==> src/rtl/vga_timing_gen.sv <==
// VGA raster timing: pixel-rate enable, x/y scan counters, and registered
// active-low syncs plus blanked colour, all delayed one pixel behind the counters.
module vga_timing_gen #(
    parameter int unsigned CLK_DIV  = 4,
    parameter int unsigned H_ACTIVE = 640,
    parameter int unsigned H_FP     = 16,
    parameter int unsigned H_SYNC   = 96,
    parameter int unsigned H_BP     = 48,
    parameter int unsigned V_ACTIVE = 480,
    parameter int unsigned V_FP     = 10,
    parameter int unsigned V_SYNC   = 2,
    parameter int unsigned V_BP     = 33
) (
    input  logic       clk,
    input  logic       reset,
    input  logic [3:0] red_in,
    input  logic [3:0] green_in,
    input  logic [3:0] blue_in,
    output logic [9:0] vga_x,
    output logic [9:0] vga_y,
    output logic       video_on,
    output logic       pixel_tick,
    output logic       frame_start,
    output logic       hsync,
    output logic       vsync,
    output logic [3:0] vga_r,
    output logic [3:0] vga_g,
    output logic [3:0] vga_b
);

    localparam int unsigned CW           = 10;
    localparam int unsigned DIV_W        = (CLK_DIV > 1) ? $clog2(CLK_DIV) : 1;
    localparam int unsigned H_TOTAL      = H_ACTIVE + H_FP + H_SYNC + H_BP;
    localparam int unsigned V_TOTAL      = V_ACTIVE + V_FP + V_SYNC + V_BP;
    localparam int unsigned H_SYNC_START = H_ACTIVE + H_FP;
    localparam int unsigned H_SYNC_END   = H_SYNC_START + H_SYNC - 1;
    localparam int unsigned V_SYNC_START = V_ACTIVE + V_FP;
    localparam int unsigned V_SYNC_END   = V_SYNC_START + V_SYNC - 1;

    logic [DIV_W-1:0] div_cnt;
    logic             div_last;
    logic             x_last;
    logic             y_last;
    logic             hsync_zone;
    logic             vsync_zone;

    // Decodes of the current counter position.
    always_comb begin
        div_last    = (div_cnt == DIV_W'(CLK_DIV - 1));
        x_last      = (vga_x == CW'(H_TOTAL - 1));
        y_last      = (vga_y == CW'(V_TOTAL - 1));
        hsync_zone  = (vga_x >= CW'(H_SYNC_START)) && (vga_x <= CW'(H_SYNC_END));
        vsync_zone  = (vga_y >= CW'(V_SYNC_START)) && (vga_y <= CW'(V_SYNC_END));
        video_on    = (vga_x < CW'(H_ACTIVE)) && (vga_y < CW'(V_ACTIVE));
        // Gated by reset so the enable is quiet for the whole reset window.
        pixel_tick  = div_last && !reset;
        frame_start = pixel_tick && (vga_x == '0) && (vga_y == '0);
    end

    // Everything advances only on the pixel enable; outputs lag the counters by one pixel.
    always_ff @(posedge clk) begin
        if (reset) begin
            div_cnt <= '0;
            vga_x   <= '0;
            vga_y   <= '0;
            hsync   <= 1'b1;
            vsync   <= 1'b1;
            vga_r   <= '0;
            vga_g   <= '0;
            vga_b   <= '0;
        end else begin
            div_cnt <= div_last ? '0 : div_cnt + DIV_W'(1);
            if (pixel_tick) begin
                vga_x <= x_last ? '0 : vga_x + CW'(1);
                if (x_last) begin
                    vga_y <= y_last ? '0 : vga_y + CW'(1);
                end
                hsync <= !hsync_zone;
                vsync <= !vsync_zone;
                vga_r <= video_on ? red_in   : '0;
                vga_g <= video_on ? green_in : '0;
                vga_b <= video_on ? blue_in  : '0;
            end
        end
    end

endmodule

==> config.mk <==
export PLATFORM = sky130hd
export DESIGN_NAME = vga_timing_gen
export DESIGN_NICKNAME = d
export VERILOG_FILES = /design/src/rtl/vga_timing_gen.sv
export SDC_FILE = /design/constraint.sdc
export NUM_CORES = 1
export LEC_CHECK = 0
export CAP_MARGIN = 20
export CORE_ASPECT_RATIO = 1.5
export CORE_MARGIN = 3
export CORE_UTILIZATION = 50
export CTS_CLUSTER_DIAMETER = 200
export CTS_CLUSTER_SIZE = 12
export DETAILED_ROUTE_END_ITERATION = 8
export HOLD_SLACK_MARGIN = 0.03
export PLACE_DENSITY = 0.88
export REMOVE_ABC_BUFFERS = 1
export SLEW_MARGIN = 30
export SYNTH_ARGS = -nofsm -noshare
export SYNTH_HDL_FRONTEND = slang
export SYNTH_SLANG_ARGS = --single-unit
==> constraint.sdc <==
create_clock -name clk -period 3 [get_ports clk]
set_clock_uncertainty 0.2 [all_clocks]
set_input_delay 0.3 -clock clk [delete_from_list [all_inputs] [get_ports clk]]
set_output_delay 0.3 -clock clk [all_outputs]
set_load 0.02 [all_outputs]
==> impl_metrics.csv, run 1 <==
group,metric,value,unit
timing,finalSetupViolCount,0,
cts,cts_tree,"yes",
timing,hold_ws,0.232,ns
synthesis,synth_cell_type_count,40,
grt,antenna_found_initial,0,
grt,grt.met2_usage,36.1,%
grt,grt_busiest_layer,"met2",
cts,post-cts-setup-buffers,0,
synthesis,synth_most_common_cell,"dfxtp_1",
timing,period_needed,2.81,ns
timing,slew_headroom,60.2,%
timing,clock.fmax,356,MHz
cts,clk_pin_slew,0.06,ns
grt,grt_pass1_vias,1503,
routing,wl_per_cell,15.1,um
synthesis,yosys-top-cells-count,"36 x dfxtp_1, 18 x nor2_1, 12 x a22o_1, 12 x nor3_1, 11 x xnor2_1",
synthesis,yosysWarnings,0,
routing,drtIter0Drc,29,
grt,grt_use_total,22.7,%
cts,clk_latency,0.29,ns
die,row_count,25,
critical_path,startpoint_type,"flip-flop",
synthesis,syn_area,0.00169,sq mm
placement,port_buffers,50,
cts,cts_resized,0,
critical_path,end_kind,"primary output",
cts,cts_hold_buf,0,
layout,multi_input_area,883,sq um
cts,htreeDepth,2,
critical_path,worstPathMaxFanout,6,
layout,seq_area,721,sq um
timing,fin_setup_tns,0,ns
die,fp.dieW,53.4,um
layout,n_fill_cell,247,
cts,cts_num_sinks,36,
worst_hold_path,hold_path.class,"reg -> reg",
die,core_area,0.00319,sq mm
synthesis,async_flop_share,0,%
synthesis,synth-main-ff-cell,"dfxtp_1",
timing,rsz0062_at_grt,"no",
routing,drc_errors,0,
placement,gp_congestion,0.879,
layout,nets,253,
layout,fin_cells,274,
die,die_y,77.1,um
routing,via_per_inst,5.61,
critical_path,r2r_slack,0.77,ns
pwr,leakagePower,0.811,nW
layout,diodes,0,
routing,ant_nets,0,
synthesis,ys_ff_latch,36,
routing,drtPass1Iterations,4,
timing,maxSlewViolCount,0,
grt,grt_max_degree,15,
critical_path,crit_type,"reg -> out",
pwr,ir_drop,325,uV
timing,period_share,93.6,%
synthesis,synth_edf_count,0,
cts,cts-buffers-inserted,5,
routing,wl,4140,um
synthesis,yosysTopAreaCell,"dfxtp_1",
die,initial_core_util,52.8,%
grt,grt_remaining_overflow,0,
die,ios,51,
synthesis,synth_area_leaders,"dfxtp_1 43%, a22o_1 6.2%, xnor2_1 5.7%",
synthesis,avgSynthCellArea,9.21,sq um
layout,syn2layout_area_growth,37.4,%
timing,setup_slack,0.191,ns
timing,worst_slew_pin_slew,0.596,ns
placement,dp_slack,0.289,ns
job,drv_cap,0,
die,die-area,0.00412,sq mm
layout,drive_gt1_share,6.84,%
grt,grt_pass1_wl,6990,um
grt,grtUsageMet3,5.05,%
synthesis,ys_seq_area_share,42.8,%
cts,cts-root-buf,"clkbuf_8",
timing,timing_hold_violations_final,0,
critical_path,cp.required,2.50,ns
routing,vias,1538,
run_status,run_status,"complete, no violations",
cts,cts.path.max_buffers,2,
synthesis,netlist_instances,183,
pwr,p_per_area,401,mW/mm^2
critical_path,cp_data_arrival_time,2.31,ns
grt,use_met1,27.2,%
placement,hpwlAfterDp,2940,um
placement,dpl.cell_count,266,
synthesis,synth.top_cell.area_share,42.8,%
kinds of logic (layout without fill, tap and decap cells):
logic type	after synthesis	in the layout	synth area share, %
adder cells (fa/ha/maj)	6	6	4.45
flip-flops	36	36	42.8
buffers and inverters	21	72	5.20
AO/OA/AOI/OAI	27	27	11.7
AND/OR/NAND/NOR	76	76	26.7
XOR/XNOR	13	13	6.76
multiplexers	4	4	2.45
metal layers:
layer / wire [um] / vias to the layer above
li1: - / 753
met1: 1700 / 717
met2: 2080 / 57
met5: 0 / -
met3: 250 / 11
met4: 107 / 0
sequential cells by signal, indices dropped and copies added (netlist names):
| signal | count |
|---|---|
| vga_x | 10 |
| vga_y | 10 |
| vga_b | 4 |
| vga_g | 4 |
| vga_r | 4 |
| div_cnt | 2 |
| hsync | 1 |
| vsync | 1 |
critical path, cell delays in order, from the launching register on:
cell and delay, ns:
dfxtp_1 0.34, ha_1 0.17, or3b_1 0.46, nor3_1 0.24
and4_1 0.22, clkdlybuf4s50_1 0.60
power by group:
group          switching [mW]  internal [mW]
logic                  0.0372         0.0434
registers             0.00612          0.489
clock network           0.165          0.187
total                   0.209          0.719
cell usage in the layout, fill, tap and decap left out, types with 4 or more instances in the layout:
| cell type | n |
|---|---|
| a21oi_1 | 4 |
| nor4_1 | 7 |
| clkdlybuf4s50_1 | 50 |
| ha_1 | 6 |
| nand4_1 | 5 |
| xnor2_1 | 11 |
| nand3_1 | 6 |
| clkbuf_8 | 6 |
| nand2_1 | 7 |
| o21ai_0 | 4 |
| dfxtp_1 | 36 |
| nor2_1 | 18 |
| a22o_1 | 12 |
| nor3_1 | 12 |
| buf_4 | 5 |
| inv_1 | 9 |
through the flow:
stage,cell area (sq um),total power [mW],utilization [%]
after global routing,2320,0.962,72.6
after detailed placement,2230,0.586,69.8
after CTS,2320,0.937,72.6
final,2320,0.928,72.6
after floorplan,1630,0.539,-
after global placement,2230,0.583,69.8
area by class of cell:
cell class                      instances  share of cell area, %
Multi-Input combinational cell        126                   38.1
Sequential cell                        36                   31.1
Timing Repair Buffer                   55                   23.2
Clock buffer                            8                   3.89
Tap cell                               40                   2.16
Inverter                                9                   1.46
worst paths after layout:
| kind | startpoint | cells after the start | to |
|---|---|---|---|
| worst min-delay path | div_cnt[0] | 1 | div_cnt[0] |
| worst max register to register | vga_x[2] | 4 | vga_x[0] |
| worst min register to register | div_cnt[0] | 1 | div_cnt[0] |
| worst max-delay path | div_cnt[0] | 5 | frame_start |
(Power assumes the default switching activity.)
==> run 2: changes to the inputs <==
CORE_MARGIN = default   (was 3)
CORE_UTILIZATION = 46   (was 50)
PLACE_DENSITY = 0.83   (was 0.88)
clock period = 2.8 ns   (was 3 ns; I/O delays follow)
==> impl_metrics.csv, run 2 (same netlist as run 1, synthesis figures left out) <==
group,metric,value,unit
die,fp.dieW,51.4,um
routing,via_per_inst,5.49,
timing,timing_hold_violations_final,0,
pwr,switching_share,23.1,%
placement,hpwlAfterDp,2820,um
routing,drc_errors,0,
cts,cts_hold_buf,0,
placement,placed_area,0.00224,sq mm
cts,cts_num_sinks,36,
worst_hold_path,hold_path.class,"reg -> reg",
timing,rsz0062_at_grt,"no",
routing,vias,1521,
layout,final_common_cell,"clkdlybuf4s50_1",
pwr,ir_drop,359,uV
die,core_area,0.00345,sq mm
cts,clk_latency,0.29,ns
critical_path,cp.required,2.32,ns
die,die_y,76.1,um
grt,grt_max_degree,15,
layout,finalInstanceArea,0.00233,sq mm
cts,clk_pin_slew,0.07,ns
timing,period_share,85.4,%
timing,maxSlewViolCount,0,
job,drv_cap,0,
timing,worst_slew_pin_slew,0.862,ns
critical_path,slowest_stage,"or3b_1",
grt,grt_use_total,21.5,%
pwr,p_total,0.997,mW
cts,htreeDepth,2,
timing,clock.fmax,418,MHz
routing,wl,3990,um
critical_path,cpPeakStageDelay,0.37,ns
critical_path,worstPathMaxFanout,2,
critical_path,cp_data_arrival_time,1.91,ns
layout,final_cell_mix,"49 x clkdlybuf4s50_1, 36 x dfxtp_1, 18 x nor2_1",
layout,nets,254,
critical_path,crit_family,"simple AND/OR/NAND/NOR gates",
pwr,p_int,0.766,mW
cts,cts.path.max_buffers,2,
layout,drive_gt1_share,8.09,%
layout,diodes,0,
routing,wl_per_cell,14.4,um
grt,grt_pass1_vias,1419,
pwr,pwr-share-clk,38.1,%
grt,grt_pass1_wl,6520,um
timing,slew_headroom,42.3,%
critical_path,end_kind,"primary output",
timing,period_needed,2.39,ns
placement,gp_congestion,0.865,
pwr,p_comb_share,8.7,%
timing,finalSetupViolCount,0,
timing,fin_setup_tns,0,ns
die,row_count,26,
cts,cts_tree,"yes",
layout,top_regs,"vga_x: 10 flops, vga_y: 10 flops",
pwr,power_frac_seq,53.2,%
placement,dp_slack,0.155,ns
placement,port_buffers,50,
die,die-area,0.00391,sq mm
cts,cts-buffers-inserted,5,
layout,multi_input_area,883,sq um
routing,drtIter0Drc,15,
layout,syn2layout_area_growth,38.3,%
pwr,p_per_area,428,mW/mm^2
grt,antenna_found_initial,0,
critical_path,crit_type,"reg -> out",
layout,n_fill_cell,304,
critical_path,crit_chain,"ha_1 -> or3b_1 -> nor3_1 -> and4_1 -> dlymetal6s2s_1",
layout,seq_area,721,sq um
cts,cts-root-buf,"clkbuf_8",
timing,setup_slack,0.408,ns
pwr,p_switching,0.231,mW
critical_path,worst-path-buf-inv,1,
grt,grt_remaining_overflow,0,
routing,drtPass1Iterations,4,
die,initial_core_util,48.9,%
pwr,leakagePower,0.837,nW
routing,ant_nets,0,
critical_path,startpoint_type,"flip-flop",
run_status,run_status,"complete, no violations",
die,ios,51,
## run 2: changes by cell type in the layout (fill, tap and decap cells not counted)
cell / before / now
buf_4: 5 / 6
clkbuf_1: 2 / 0
clkdlybuf4s50_1: 50 / 49
clkinv_2: 0 / 2
dlymetal6s2s_1: 0 / 1
## run 2: worst reg2reg max path: cells and delay by family, from the launching register on
family,cells,cell delay (ns)
simple gates,3,0.65
compound gates,1,0.53
flops,1,0.45
fa+ha+maj,1,0.29
## run 2: repair_timing
item,in CTS,in global routing
setup buffers,0,0
gates resized for setup,0,1
endpoints found under the setup margin,0,1
## run 2: layout make-up
class,count,share of cell area (%)
sequential,36,30.9
timing repair buffer,56,23.5
inverter,9,1.45
tap,42,2.25
clock buffer,6,3.54
multi-input combinational,126,37.9
clock inverter,2,0.429
## run 2: per-stage QoR
| step | std cells | hold slack [ns] | util (%) |
|---|---|---|---|
| final | 277 | 0.251 | 67.6 |
| after global routing | 277 | 0.281 | 67.6 |
| after CTS | 277 | 0.246 | 67.5 |
| after detailed placement | 269 | 0.235 | 64.8 |
| after global placement | 269 | 0.211 | 64.8 |
| after floorplan | 171 | 0.149 | - |
## run 2: per-layer routing
metal / track usage [%] / routed length (um) / vias to the layer above
met4: 8.65 / 55 / 0
met2: 35.6 / 1940 / 50
met5: 0 / 0 / -
li1: - / - / 754
met3: 5.79 / 245 / 6
met1: 25.6 / 1750 / 711
## run 2: final timing paths
path              start           to  slack (ns)  cells after the start
max          div_cnt[0]  frame_start        0.41                      5
min          div_cnt[0]   div_cnt[0]        0.25                      1
max reg2reg    vga_x[0]     vga_x[6]        0.55                      5
min reg2reg  div_cnt[0]   div_cnt[0]        0.25                      1
## run 2: power groups by stage
stage	clock, mW	combinational, mW	sequential [mW]
floorplan	0	0.0272	0.550
global placement	0	0.0852	0.541
detailed placement	0	0.0868	0.541
CTS	0.389	0.0873	0.530
global route	0.416	0.0934	0.531
finish	0.380	0.0866	0.530
